## src/rtl/sdp_dist_ram_param.sv

```systemverilog
// Simple-dual-port LUT RAM with byte-lane writes and a post-reset zero-fill sequencer.
// Latency: write visible after the accepting edge; read 0 cycles (RD_REG=0) or 1 cycle (RD_REG=1).
// Backpressure: none; writes arriving while the clear runs are dropped and flagged on wr_drop_out.
module sdp_dist_ram_param #(
    parameter int DATA_W       = 8,
    parameter int ADDR_W       = 8,
    parameter int BYTE_W       = 8,
    parameter int RD_REG       = 0,
    parameter int CLEAR_ON_RST = 1
) (
    input  logic                       clk_in,
    input  logic                       rst_n_in,
    input  logic                       write_en,
    input  logic [ADDR_W-1:0]          wr_address_in,
    input  logic [DATA_W/BYTE_W-1:0]   byte_en_in,
    input  logic [DATA_W-1:0]          data_in,
    input  logic                       rd_en_in,
    input  logic [ADDR_W-1:0]          rd_address_in,
    output logic [DATA_W-1:0]          data_out,
    output logic                       rd_valid_out,
    output logic                       busy_out,
    output logic                       wr_drop_out
);

    localparam int NB    = DATA_W / BYTE_W;
    localparam int DEPTH = 1 << ADDR_W;

    // Counter is one bit wider than the address so the last-address compare never wraps.
    localparam logic [ADDR_W:0] CLR_LAST = {1'b0, {ADDR_W{1'b1}}};
    localparam logic [ADDR_W:0] CLR_STEP = {{ADDR_W{1'b0}}, 1'b1};

    typedef enum logic {
        ST_CLEAR = 1'b0,
        ST_READY = 1'b1
    } state_t;

    localparam state_t ST_RESET = (CLEAR_ON_RST != 0) ? ST_CLEAR : ST_READY;

    state_t            state_q;
    state_t            state_d;
    logic [ADDR_W:0]   clr_cnt_q;
    logic [ADDR_W:0]   clr_cnt_d;
    logic              wr_drop_q;
    logic              busy;
    logic              wr_accept;
    logic [DATA_W-1:0] rd_word;

    always_ff @(posedge clk_in or negedge rst_n_in) begin
        if (!rst_n_in) begin
            state_q   <= ST_RESET;
            clr_cnt_q <= '0;
            wr_drop_q <= 1'b0;
        end else begin
            state_q   <= state_d;
            clr_cnt_q <= clr_cnt_d;
            wr_drop_q <= write_en & busy;
        end
    end

    always_comb begin
        state_d   = state_q;
        clr_cnt_d = clr_cnt_q;
        if (state_q == ST_CLEAR) begin
            clr_cnt_d = clr_cnt_q + CLR_STEP;
            if (clr_cnt_q == CLR_LAST) begin
                state_d = ST_READY;
            end
        end
    end

    assign busy      = (state_q == ST_CLEAR);
    assign wr_accept = write_en & ~busy;

    // One narrow array per lane keeps each lane a plain LUT-RAM with its own write enable.
    for (genvar l = 0; l < NB; l++) begin : g_lane
        logic [BYTE_W-1:0] lane_mem [DEPTH];

        always_ff @(posedge clk_in) begin
            if (busy) begin
                lane_mem[clr_cnt_q[ADDR_W-1:0]] <= '0;
            end else if (wr_accept && byte_en_in[l]) begin
                lane_mem[wr_address_in] <= data_in[l*BYTE_W +: BYTE_W];
            end
        end

        assign rd_word[l*BYTE_W +: BYTE_W] = lane_mem[rd_address_in];
    end

    if (RD_REG != 0) begin : g_rd_reg
        logic [DATA_W-1:0] rd_dat_q;
        logic              rd_vld_q;

        // Sampling the array before the edge's write lands gives read-first behaviour.
        always_ff @(posedge clk_in or negedge rst_n_in) begin
            if (!rst_n_in) begin
                rd_dat_q <= '0;
                rd_vld_q <= 1'b0;
            end else if (rd_en_in && !busy) begin
                rd_dat_q <= rd_word;
                rd_vld_q <= 1'b1;
            end else begin
                rd_vld_q <= 1'b0;
            end
        end

        assign data_out     = rd_dat_q;
        assign rd_valid_out = rd_vld_q;
    end else begin : g_rd_async
        assign data_out     = busy ? '0 : rd_word;
        assign rd_valid_out = rd_en_in & ~busy;
    end

    assign busy_out    = busy;
    assign wr_drop_out = wr_drop_q;

endmodule
```

## config.mk

```make
export PLATFORM = sky130hd
export DESIGN_NAME = sdp_dist_ram_param
export DESIGN_NICKNAME = d
export VERILOG_FILES = /design/src/rtl/sdp_dist_ram_param.sv
export SDC_FILE = /design/constraint.sdc
export NUM_CORES = 2
export LEC_CHECK = 0
export CORE_MARGIN = 5
export CORE_UTILIZATION = 35
export DETAILED_ROUTE_END_ITERATION = 8
export GPL_TIMING_DRIVEN = 1
export PLACE_DENSITY = 0.59
export SETUP_SLACK_MARGIN = 0.5
export SLEW_MARGIN = 40
export SYNTH_ARGS = -nofsm -noshare
export SYNTH_HDL_FRONTEND = slang
export SYNTH_SLANG_ARGS = --single-unit
```

## constraint.sdc

```tcl
create_clock -name clk_in -period 7.1 [get_ports clk_in]
set_input_delay 1.42 -clock clk_in [delete_from_list [all_inputs] [get_ports clk_in]]
set_output_delay 1.42 -clock clk_in [all_outputs]
set_load 0.01 [all_outputs]
```

# == Word level (Yosys, flattened, before mapping) ==
# Memories as Yosys holds them, arrays and structs flattened.
# Index checks and enable logic that the tools add are counted.
# Widths: inputs -> output; s select.
# totals
wordCells,22
latch_bits,0
ff_bits,11
n_memories,1
ramBits,2048
mem_bits_ro,0
# memory_table
memory,words,word_bits,read_ports,rd_ports_with_merged_regs,write_ports,line,text
g_lane[0].lane_mem,256,8,1,0,1,76,logic [BYTE_W-1:0] lane_mem [DEPTH];
# classes
mul,0
muxes,10
shifts,0
addsub,1
magnitude_cmp,0
reduce_logical,2
n_eq_ne,1
n_bitwise,4
n_div,0
# ops
op,count
$mux 8,3
$add 9x1->9 const B,1
$eq 9x8->1 const B,1
$reduce_or 8->1,1
$mux 1,7
$and 1x1->1,3
$logic_and 1x1->1,1
$not 1->1,1

# == Longest topological paths before layout ==
# depth
ltp_word,7
ltp_mapped,13
ltp_nobuf,7

# == Worst setup path after synthesis ==
# No wires, ideal clock.
# synth_path
kind,input to register
startpoint,input port byte_en_in
endpoint,"memory g_lane[0].lane_mem[0][0], data pin"
path_buffers,2
t_arrival_ps,5334
setup_ps,870
setup_slack_ps,896
cell_stages,4
cell_sequence,and3_1 -> clkbuf_1 -> clkbuf_1 -> and2_1
# synth_between
elab_chain_len,6
# synth_lines
element,line,text
start: declaration,15,"input logic [DATA_W/BYTE_W-1:0] byte_en_in,"
$logic_and 1x1->1,81,end else if (wr_accept && byte_en_in[l]) begin
$mux 1,81,
$mux 1,79,if (busy) begin
$mux 1 (implied by the code),82,lane_mem[wr_address_in] <= data_in[l*BYTE_W +: BYTE_W];
$reduce_or 8->1 (no source line),n/a,
$mux 8 (no source line),n/a,
end: declaration,76,
# No other way between the ends.

# == Final worst setup path ==
# layout_path
startpoint,input port rd_address_in[2]
endpoint,output port data_out[6]
# layout_between
elab_chain_len,2
# layout_lines
element,line,text
start: declaration,18,"input logic [ADDR_W-1:0] rd_address_in,"
$mem_v2 256x8,n/a,
$mux 8,109,assign data_out = busy ? '0 : rd_word;
end: declaration,19,"output logic [DATA_W-1:0] data_out,"
# No other way between the ends.

==> results by group <==
CTS
  – Skew-Pair Late Insertion Delay: 0.84 ns
  – CTS sink count: 2059
  – Setup bufs post-CTS: 0
  – CTS tree: done
  – TritonCTS buffer count: 209
  – CTS root buf: clkbuf_16
  – Buffers from clock root to sink, at most: 3
  – Worst-path clk slew: 0.06 ns
  – # hold bufs at CTS: 0
  – H-tree depth: 4

Critical path
  – Crit start category: input pin
  – Worst R2R End: g_lane[0].lane_mem[3][0]
  – Largest fanout on the critical path: 30
  – Crit. End Element: output port
  – R2R cell count: 7
  – Crit path kind: input pin to output port
  – CP arrival: 5.25 ns
  – Worst EP required: 5.68 ns
  – R2R Setup Slk: 2.99 ns
  – Worst r2r src: state_q

STA
  – Relative slew slack: 0.402
  – Worst hold margin: 0.481 ns
  – Fmax achieved: 150 MHz
  – Final clock skew: 0.0238 ns
  – Pins Over Slew Limit: 0
  – Crit path time final: 6.67 ns
  – Fin Setup TNS: 0 ns
  – Final setup margin: 0.426 ns
  – Final Hold Viols: 0
  – Final Cycle Share: 0.940
  – Setup violations, final: 0
  – Unrepaired setup endpoints after global routing: false
  – Slew @ Worst Pin: 0.894 ns

Synth
  – Synth Register Bits: 2059
  – Yosys warning count: 0
  – EDFF count, synth: 2048
  – Mapped Cells: 4008
  – Syn_nets: 4039
  – Asr flop ratio synth: 0.00534
  – Top FF cell, synth: edfxtp_1
  – Register area share after synthesis: 0.762
  – Syn avg cell area: 20.2 sq um
  – Cell area after synthesis: 81000 sq um
  – Count of cell types in the netlist: 74

Die
  – Row count: 176
  – Core Box Area: 230000 sq um
  – Initial Utilization: 0.352
  – Die X: 491 um
  – Die area: 241000 sq um
  – Die H: 491 um
  – I/O pin cnt: 40

GRT
  – Vias in the first global route: 40900
  – Initial antenna violation count: 5
  – GRT Total Usage: 0.178
  – Largest net degree at the start of global routing: 175
  – First-pass GRT wire length: 311000 um
  – Grt ovf: 0

Job
  – Number of max-cap violations: 0

Routing
  – Routed via count: 41200
  – Wire per inst: 29.7 um
  – Drc violations: 0
  – Wirelength, routed: 220000 um
  – Vias per cell: 5.56
  – DRT Pass-1 Iters: 6
  – Post-route ant nets: 0
  – Number of DRC markers in iteration 0: 5196

Placed design
  – Routability cong.: 0.856
  – Place WS: 0.395 ns
  – Dpl hpwl: 140000 um
  – Number of port buffers: 39
  – Placed cell areas: 85700 sq um
  – DP Cell Count: 7023

Layout
  – Finished Layout Cells: 7407
  – Cell area after layout: 92700 sq um
  – Final net count: 4243
  – Layout area overhead: 14.4%
  – Layout cells sized above 1: 0.242

Run status
  – Status: finished clean

Min path
  – Hold Crit Depth: 2
  – Hold EP: clr_cnt_q[8]
  – Hold wc startpoint: clr_cnt_q[8]
  – Hold Path Class: flop to flop

Power
  – VDD IR max: 262 uV
  – Lkg Pwr: 23.9 nW
  – PwrDens: 268 nW/um^2
==> layer usage <==
layer | track usage | vias up | part of all wire
li1 | - | 17100 | -
met1 | 0.245 | 22000 | 0.41
met2 | 0.280 | 1827 | 0.47
met3 | 0.0412 | 339 | 0.084
met4 | 0.0632 | 2 | 0.038
met5 | 0 | - | 0.000059
==> metrics by stage <==
step	total power, mW	utilization
2_1_floorplan	13.9	-
3_3_place_gp	14.2	0.371
3_5_place_dp	14.2	0.372
4_1_cts	25.0	0.402
5_1_grt	25.5	0.403
6_report	24.8	0.403
==> logic make-up (layout without fill, tap and decap cells) <==
logic type,Yosys count,after routing,synth area share
buffers and inverters,252,622,0.0213
adder cells (fa/ha/maj),2,2,0.000309
AO/OA/AOI/OAI,411,411,0.0352
AND/OR/NAND/NOR,597,597,0.0327
other,0,3,0
multiplexers,680,680,0.147
flip-flops,2059,2059,0.762
XOR/XNOR,7,7,0.000757
==> worst max-delay path, stage by stage <==
cell,delay (ns)
buf_6,0.20
buf_4,0.29
buf_4,0.29
nor2b_2,0.55
buf_4,0.39
a22oi_1,0.29
nand3_1,0.18
nand4_1,0.21
o32ai_1,0.53
buf_4,0.25
clkdlybuf4s50_1,0.54
==> final cells by class <==
type / count / area [sq um]
Clock inverter: 126 / 1350
Fill cell: 20200 / 137000
Timing Repair Buffer: 240 / 2430
Inverter: 5 / 22.5
Multi-Input combinational cell: 1697 / 17900
Antenna cell: 3 / 7.51
Sequential cell: 2059 / 61800
Tap cell: 3026 / 3790
Clock buffer: 251 / 5410
==> placed cells by master (no fill, tap or decap), types with 8 or more instances in the layout <==
master	instances
a21oi_1	61
a22oi_1	35
a31oi_1	24
and2_4	8
buf_12	39
buf_4	160
bufinv_16	22
clkbuf_1	41
clkbuf_16	210
clkdlybuf4s50_1	34
clkinv_1	45
clkinv_2	33
clkinvlp_4	8
dfrtp_1	11
edfxtp_1	2048
mux2_2	10
mux2i_1	265
mux4_1	14
mux4_2	391
nand2_1	98
nand3_1	67
nand3b_1	16
nand4_1	10
nor2_1	182
nor2_2	124
nor2b_1	9
nor3_1	23
o21ai_0	51
o221ai_1	81
o22ai_1	77
o31ai_1	10
or3_1	8
==> cell usage after synthesis, types with 10 or more instances <==
cell	number	area, sq um
buf_12	12	240
nor2b_1	11	68.8
nand3_1	68	340
a21oi_1	61	305
mux2_2	10	113
nand3b_1	16	120
nand2_1	105	394
and2_1	14	87.6
o22ai_1	77	482
buf_4	16	120
nor2_1	306	1150
o31ai_1	10	75.1
edfxtp_1	2048	61500
nand4_1	10	62.6
mux4_1	14	368
nor3_1	24	120
mux4_2	391	8810
a31oi_1	24	150
mux2i_1	265	2650
a22oi_1	35	263
clkbuf_1	95	357
buf_1	18	67.6
buf_2	53	265
buf_8	18	270
buf_6	34	383
dfrtp_1	11	275
o221ai_1	81	709
o21ai_0	54	270
==> where the power goes <==
group	internal [mW]	total, mW	switching, mW	leakage (nW)
registers	13.2	13.2	0.0000673	14.3
clock network	6.24	10.9	4.67	3.28
logic	0.264	0.740	0.476	6.35
==> sequential cells by signal (all words and copies together), names as in the netlist <==
register and count:
state_q 1, g_lane.lane_mem 2048, wr_drop_out 1, clr_cnt_q 9
==> worst max path at each step <==
stage / start / end / cells past startpoint
6_report: rd_address_in[2] / data_out[6] / 11
2_1_floorplan: byte_en_in / g_lane[0].lane_mem[0][0] / 4
3_3_place_gp: rd_address_in[0] / data_out[7] / 12
5_1_grt: rd_address_in[5] / data_out[0] / 8
4_1_cts: rd_address_in[0] / data_out[1] / 11
3_5_place_dp: rd_address_in[0] / data_out[7] / 12
==> timing repair <==
action,CTS,global route
endpoints found under the setup margin,2,3
resized for setup,2,2
pin swaps,0,0
Power figures use the tool's default switching activity.
